--- config.mk ---
export PLATFORM = sky130hd
export DESIGN_NAME = ahblite_ir_keyq
export DESIGN_NICKNAME = d
export VERILOG_FILES = /design/src/rtl/ahblite_ir_keyq.sv
export SDC_FILE = /design/constraint.sdc
export NUM_CORES = 1
export LEC_CHECK = 0
export BUFFER_PORTS_ARGS = -buffer_cell sky130_fd_sc_hd__buf_2
export CELL_PAD_IN_SITES_DETAIL_PLACEMENT = 1
export CELL_PAD_IN_SITES_GLOBAL_PLACEMENT = 1
export CORE_MARGIN = 10
export CORE_UTILIZATION = 46
export DETAILED_ROUTE_END_ITERATION = 8
export GPL_TIMING_DRIVEN = 0
export PLACE_DENSITY = 0.84
export RECOVER_POWER = 100
export SLEW_MARGIN = 20
export SYNTH_ARGS = -nofsm -noshare
export SYNTH_HDL_FRONTEND = slang
export SYNTH_SLANG_ARGS = --single-unit
export TNS_END_PERCENT = 100
--- constraint.sdc ---
create_clock -name HCLK -period 3.58 [get_ports HCLK]
set_input_delay 0 -clock HCLK [delete_from_list [all_inputs] [get_ports HCLK]]
set_output_delay 0 -clock HCLK [all_outputs]
set_load 0.005 [all_outputs]
--- src/rtl/ahblite_ir_keyq.sv ---
// AHB-lite IR key queue: optional repeat filter (IR_KEYQ_REPEAT_FILTER_EN) feeding a DEPTH-entry FIFO popped by DATA reads.
// Latency: key sampled at edge N is counted at N+1 and raises key_irq at N+2; bus is zero-wait-state.
// Backpressure: none toward the decoder; keys arriving at a full FIFO are dropped and flagged as sticky overflow.
module ahblite_ir_keyq #(
    parameter int DEPTH         = 16,
    parameter int REPEAT_CYCLES = 5000000
) (
    input  logic        HCLK,
    input  logic        HRESETn,
    input  logic        HSEL,
    input  logic [31:0] HADDR,
    input  logic [1:0]  HTRANS,
    input  logic [2:0]  HSIZE,
    input  logic [3:0]  HPROT,
    input  logic        HWRITE,
    input  logic [31:0] HWDATA,
    input  logic        HREADY,
    output logic        HREADYOUT,
    output logic        HRESP,
    output logic [31:0] HRDATA,
    input  logic        key_valid,
    input  logic [7:0]  key_code,
    output logic        key_irq
);
    localparam int AW = $clog2(DEPTH);
    localparam int CW = $clog2(DEPTH + 1);
    localparam logic [CW-1:0] FULL_CNT = CW'(DEPTH);

    assign HREADYOUT = 1'b1;
    assign HRESP     = 1'b0;

    logic       rd_q, wr_q;
    logic [1:0] addr_q;

    always_ff @(posedge HCLK or negedge HRESETn) begin
        if (!HRESETn) begin
            rd_q   <= 1'b0;
            wr_q   <= 1'b0;
            addr_q <= 2'd0;
        end else if (HREADY) begin
            rd_q   <= HSEL & HTRANS[1] & ~HWRITE;
            wr_q   <= HSEL & HTRANS[1] & HWRITE;
            addr_q <= HADDR[3:2];
        end
    end

    logic ctrl_we, clr_we;
    assign ctrl_we = wr_q & HREADY & (addr_q == 2'd2);
    assign clr_we  = wr_q & HREADY & (addr_q == 2'd3);

    logic cap_en_q, irq_en_q, filt_en;

    always_ff @(posedge HCLK or negedge HRESETn) begin
        if (!HRESETn) begin
            cap_en_q <= 1'b1;
            irq_en_q <= 1'b0;
        end else if (ctrl_we) begin
            cap_en_q <= HWDATA[0];
            irq_en_q <= HWDATA[1];
        end
    end

    // Decoder output is registered once so the filter and FIFO see a clean stage.
    logic       kv_q;
    logic [7:0] kc_q;

    always_ff @(posedge HCLK or negedge HRESETn) begin
        if (!HRESETn) begin
            kv_q <= 1'b0;
            kc_q <= 8'd0;
        end else begin
            kv_q <= key_valid;
            if (key_valid) kc_q <= key_code;
        end
    end

    logic cap_key, key_pass;
    assign cap_key = kv_q & cap_en_q;

`ifdef IR_KEYQ_REPEAT_FILTER_EN
    localparam logic [0:0] ST_IDLE = 1'b0;
    localparam logic [0:0] ST_HOLD = 1'b1;
    localparam int TW = $clog2(REPEAT_CYCLES + 1);
    localparam logic [TW-1:0] TMR_LOAD = TW'(REPEAT_CYCLES);

    logic          filt_en_q;
    logic [0:0]    st_q;
    logic [TW-1:0] tmr_q;
    logic [7:0]    last_q;

    assign filt_en = filt_en_q;

    always_ff @(posedge HCLK or negedge HRESETn) begin
        if (!HRESETn)     filt_en_q <= 1'b0;
        else if (ctrl_we) filt_en_q <= HWDATA[2];
    end

    always_comb begin
        key_pass = cap_key;
        if (filt_en_q && (st_q == ST_HOLD) && (kc_q == last_q)) key_pass = 1'b0;
    end

    // Every captured key, accepted or suppressed, restarts the hold-off window.
    always_ff @(posedge HCLK or negedge HRESETn) begin
        if (!HRESETn) begin
            st_q   <= ST_IDLE;
            tmr_q  <= '0;
            last_q <= 8'd0;
        end else if (!filt_en_q) begin
            st_q  <= ST_IDLE;
            tmr_q <= '0;
        end else if (cap_key) begin
            st_q   <= ST_HOLD;
            tmr_q  <= TMR_LOAD;
            last_q <= kc_q;
        end else if (st_q == ST_HOLD) begin
            if (tmr_q <= TW'(1)) begin
                tmr_q <= '0;
                st_q  <= ST_IDLE;
            end else begin
                tmr_q <= tmr_q - TW'(1);
            end
        end
    end
`else
    assign filt_en  = 1'b0;
    assign key_pass = cap_key;
`endif

    logic [7:0]    mem [DEPTH];
    logic [AW-1:0] wp_q, rp_q;
    logic [CW-1:0] cnt_q;
    logic          ovf_q;
    logic          empty, full, flush, clr_ovf, do_pop, do_push, ovf_set;

    assign empty   = (cnt_q == '0);
    assign full    = (cnt_q == FULL_CNT);
    assign flush   = clr_we & HWDATA[0];
    assign clr_ovf = clr_we & HWDATA[1];
    assign do_pop  = rd_q & HREADY & (addr_q == 2'd0) & ~empty & ~flush;
    // A pop on the same edge frees the slot, so a full FIFO can still accept.
    assign do_push = key_pass & (~full | do_pop) & ~flush;
    assign ovf_set = key_pass & full & ~do_pop & ~flush;

    always_ff @(posedge HCLK) begin
        if (do_push) mem[wp_q] <= kc_q;
    end

    always_ff @(posedge HCLK or negedge HRESETn) begin
        if (!HRESETn) begin
            wp_q  <= '0;
            rp_q  <= '0;
            cnt_q <= '0;
        end else if (flush) begin
            wp_q  <= '0;
            rp_q  <= '0;
            cnt_q <= '0;
        end else begin
            if (do_push) wp_q <= wp_q + AW'(1);
            if (do_pop)  rp_q <= rp_q + AW'(1);
            case ({do_push, do_pop})
                2'b10:   cnt_q <= cnt_q + CW'(1);
                2'b01:   cnt_q <= cnt_q - CW'(1);
                default: cnt_q <= cnt_q;
            endcase
        end
    end

    always_ff @(posedge HCLK or negedge HRESETn) begin
        if (!HRESETn) begin
            ovf_q   <= 1'b0;
            key_irq <= 1'b0;
        end else begin
            if (ovf_set)      ovf_q <= 1'b1;
            else if (clr_ovf) ovf_q <= 1'b0;
            key_irq <= irq_en_q & (~empty | ovf_q);
        end
    end

    always_comb begin
        HRDATA = 32'd0;
        if (rd_q) begin
            case (addr_q)
                2'd0:    HRDATA = empty ? 32'd0 : {23'd0, 1'b1, mem[rp_q]};
                2'd1:    HRDATA = {21'd0, ovf_q, full, empty, 1'b0, 7'(cnt_q)};
                2'd2:    HRDATA = {29'd0, filt_en, irq_en_q, cap_en_q};
                default: HRDATA = 32'd0;
            endcase
        end
    end

    logic unused_ok;
    assign unused_ok = ^{HADDR[31:4], HADDR[1:0], HTRANS[0], HSIZE, HPROT, HWDATA[31:2]};

endmodule

==> results by group <==
Timing
  • Final Critical Period: between 3 and 4 ns
  • RSZ-0062 raised after global routing: no
  • Skew final: roughly 0.011 ns
  • Slew @ Worst Pin: 1.723 ns
  • Worst hold slack: 0.01937 ns
  • Max Fclk: 304.4 MHz
  • Slew Viols, Final: 31
  • Hold Fails Final Rpt: 0
  • Final period util: around 92%
  • Slew Limit Headroom: -14.88%
  • Post-route setup TNS: 0 ns
  • # setup viols final: 0

Floorplan
  • Die Ht: about 140 µm
  • Die W: about 140 µm
  • Die area: 20060 µm²
  • CORE AREA: about 15000 µm²
  • Row count: 44
  • Io pins: about 120
  • Starting Density: 46.83%

Pwr
  • Peak supply drop: 0.3897 mV
  • P per Cell Area: roughly 660 nW/µm²
  • Static leakage: ~2.8 nW

Detailed routing
  • Detailed-route wire length per cell: 24.56 µm
  • Final ANT Viol Nets: 0
  • Initial DRC Count: between 400 and 500
  • Post-route DRC: 0
  • Via/cell ratio: 5.822
  • Routed vias: 4099
  • DR pass1 iterations: 8
  • Aggregate routed wire length: 17290 µm

Final layout
  • Layout cells sized above 1: 25.19%
  • Layout Nets: 600
  • Fillcell total: 1377
  • Most frequent cells in the layout: 128 x edfxtp_1, 35 x mux4_2, 30 x nor2_1
  • Diode count: 0
  • Multi-input logic area: 1992 µm²
  • Layout area overhead: 17.67%
  • Leading cell type in the layout, fill and taps excluded: edfxtp_1
  • Storage cell area: 4596 µm²

Synth
  • #FFs+latches synth: 158
  • Avg Synthesized Cell Area: 16.21 µm²
  • Synth warn: 0
  • Top FF cell, synth: edfxtp_1
  • Ys async rst share: 18.99%
  • Netlist cell types: 49
  • Number of flops mapped to enable cells by yosys: 128
  • Post-Syn Area: 6807 µm²
  • Seq/Total Area, Yosys: 67.52%
  • Post-Syn Instances: 420

Global route
  • Total track usage: 17.59%
  • Initial antenna violation count: 0
  • Pin count of the biggest net entering global routing: 31
  • First-pass GRT wire length: ~27000 µm
  • GRT overflow: 0
  • Via count of the first global-routing pass: about 4500

Clock network
  • CTS clk-pin slew, worst paths: 0.06 ns
  • CTS buffer count: 17
  • Sink Count: 158
  • Post-cts sizing count: 0
  • Hold_buf cts: 18
  • Worst skew pair latency: 0.43 ns
  • CTS H-tree lvls: 4
  • Post-CTS Setup Inserts: 0
  • Clk root buf: clkbuf_16
  • Max Root-Sink Buffers: 2
  • CTS tree: built

Job
  • Max cap viols: 1

Critical path
  • Worst R2R Path Depth: 7
  • Critical Path AT: 3.33 ns
  • Crit. End Element: register
  • Reg-to-reg slack, setup: 0.30 ns
  • Crit-path max FO: 10
  • Worst r2r src: addr_q[0]
  • Worst Path Class, Setup: reg -> reg
  • Worst Path Required: ~3.6 ns
  • Startpoint Class: register
  • RR Endpoint: mem[9][1]

Status
  • Failing checks: max-capacitance violations, max-slew violations
  • Status: complete, but fails checks

Placement
  • Dpl hpwl: 11250 µm
  • # port buffers: 29
  • Routability-driven placement congestion ratio: a little under 0.9

Min path
  • Worst Hold Path Cells: 2
  • Hold crit path type: in -> reg
  • HP Start: HREADY
  • Hold endpoint: rd_q
## cells in the mapped netlist, drive strengths merged, types with 2 or more instances
master	count	area share [%]
nor2b	4	0.37
buf	32	3.4
ha	6	1.1
mux4	35	12
dfrtp	29	11
nor3	10	0.74
a21oi	5	0.37
xor2	5	0.64
nand2	25	1.4
a32o	3	0.44
a22oi	7	0.77
clkbuf	12	0.66
conb	2	0.11
xnor2	3	0.39
a31oi	3	0.28
o211ai	3	0.53
mux2	12	2.0
o21ai	9	0.83
and3	3	0.28
edfxtp	128	56
nand3	16	1.2
nand4	4	0.37
nor4	3	0.28
nand2b	3	0.28
nor2	30	1.7
and2	5	0.46
inv	7	0.39
## logic make-up after synthesis
family                   share of synthesized area, %
other                                          0.1103
AO/OA/AOI/OAI                                   4.375
buffers and inverters                           4.412
flip-flops                                      67.52
multiplexers                                    13.71
XOR/XNOR                                        1.029
AND/OR/NAND/NOR                                 7.739
adder cells (fa/ha/maj)                         1.103
## critical path: stages (launching register included)
cell	delay (ns)
dfrtp_1	0.37
clkbuf_1	0.21
and4_1	0.27
and2_0	0.17
clkbuf_1	0.19
a211oi_1	0.54
nand2_1	0.31
nor2_1	0.85
## power by group
group / total [mW] / switching, mW / internal [mW]
combinational: 1.17 / 0.626 / 0.545
clock: 1.82 / 0.776 / 1.05
sequential: 2.27 / 0.137 / 2.13
## through the flow
step	std cells	util, %	setup slack [ns]	area, µm²	total power, mW
floorplan	441	-	1.041	6885	3.085
global placement	654	49.96	0.1936	7261	3.348
detailed placement	654	50.09	0.3174	7281	3.442
CTS	704	55.38	0.3089	8049	5.277
global route	704	55.11	0.1207	8009	5.469
finish	704	55.11	0.2953	8009	5.262
## flip-flops by register name, summed over array words and instances, names as in the netlist, 2 cells and up
| name | cells |
|---|---|
| mem | 128 |
| cnt_q | 5 |
| wp_q | 4 |
| kc_q | 8 |
| rp_q | 4 |
| addr_q | 2 |
## layout make-up
type	instances	share of cell area, %
clock buffers	19	5.405
clock inverters	13	1.937
well taps	184	2.875
inverters	7	0.3281
repair buffers	47	3.890
multi-input cells	232	24.87
flip-flops and latches	158	57.38
plain buffers	44	3.312
## how the worst max path moves through the flow
| stage | endpoint | slack, ns | cells after the start | startpoint |
|---|---|---|---|---|
| floorplan | mem[3][0] | 1.04 | 7 | addr_q[0] |
| finish | mem[9][1] | 0.30 | 7 | addr_q[0] |
| global placement | mem[1][7] | 0.19 | 7 | addr_q[0] |
| global route | mem[9][1] | 0.12 | 7 | addr_q[0] |
| detailed placement | mem[9][6] | 0.32 | 7 | addr_q[0] |
| CTS | mem[9][1] | 0.31 | 7 | addr_q[0] |
## layer usage
metal | share of wire, % | global-route usage, %
met1 | 38 | 20.71
met2 | 52 | 29.87
met3 | 6.9 | 3.939
met4 | 3.0 | 8.392
met5 | 0 | 0
No activity file was read; power rests on OpenSTA's default activity.
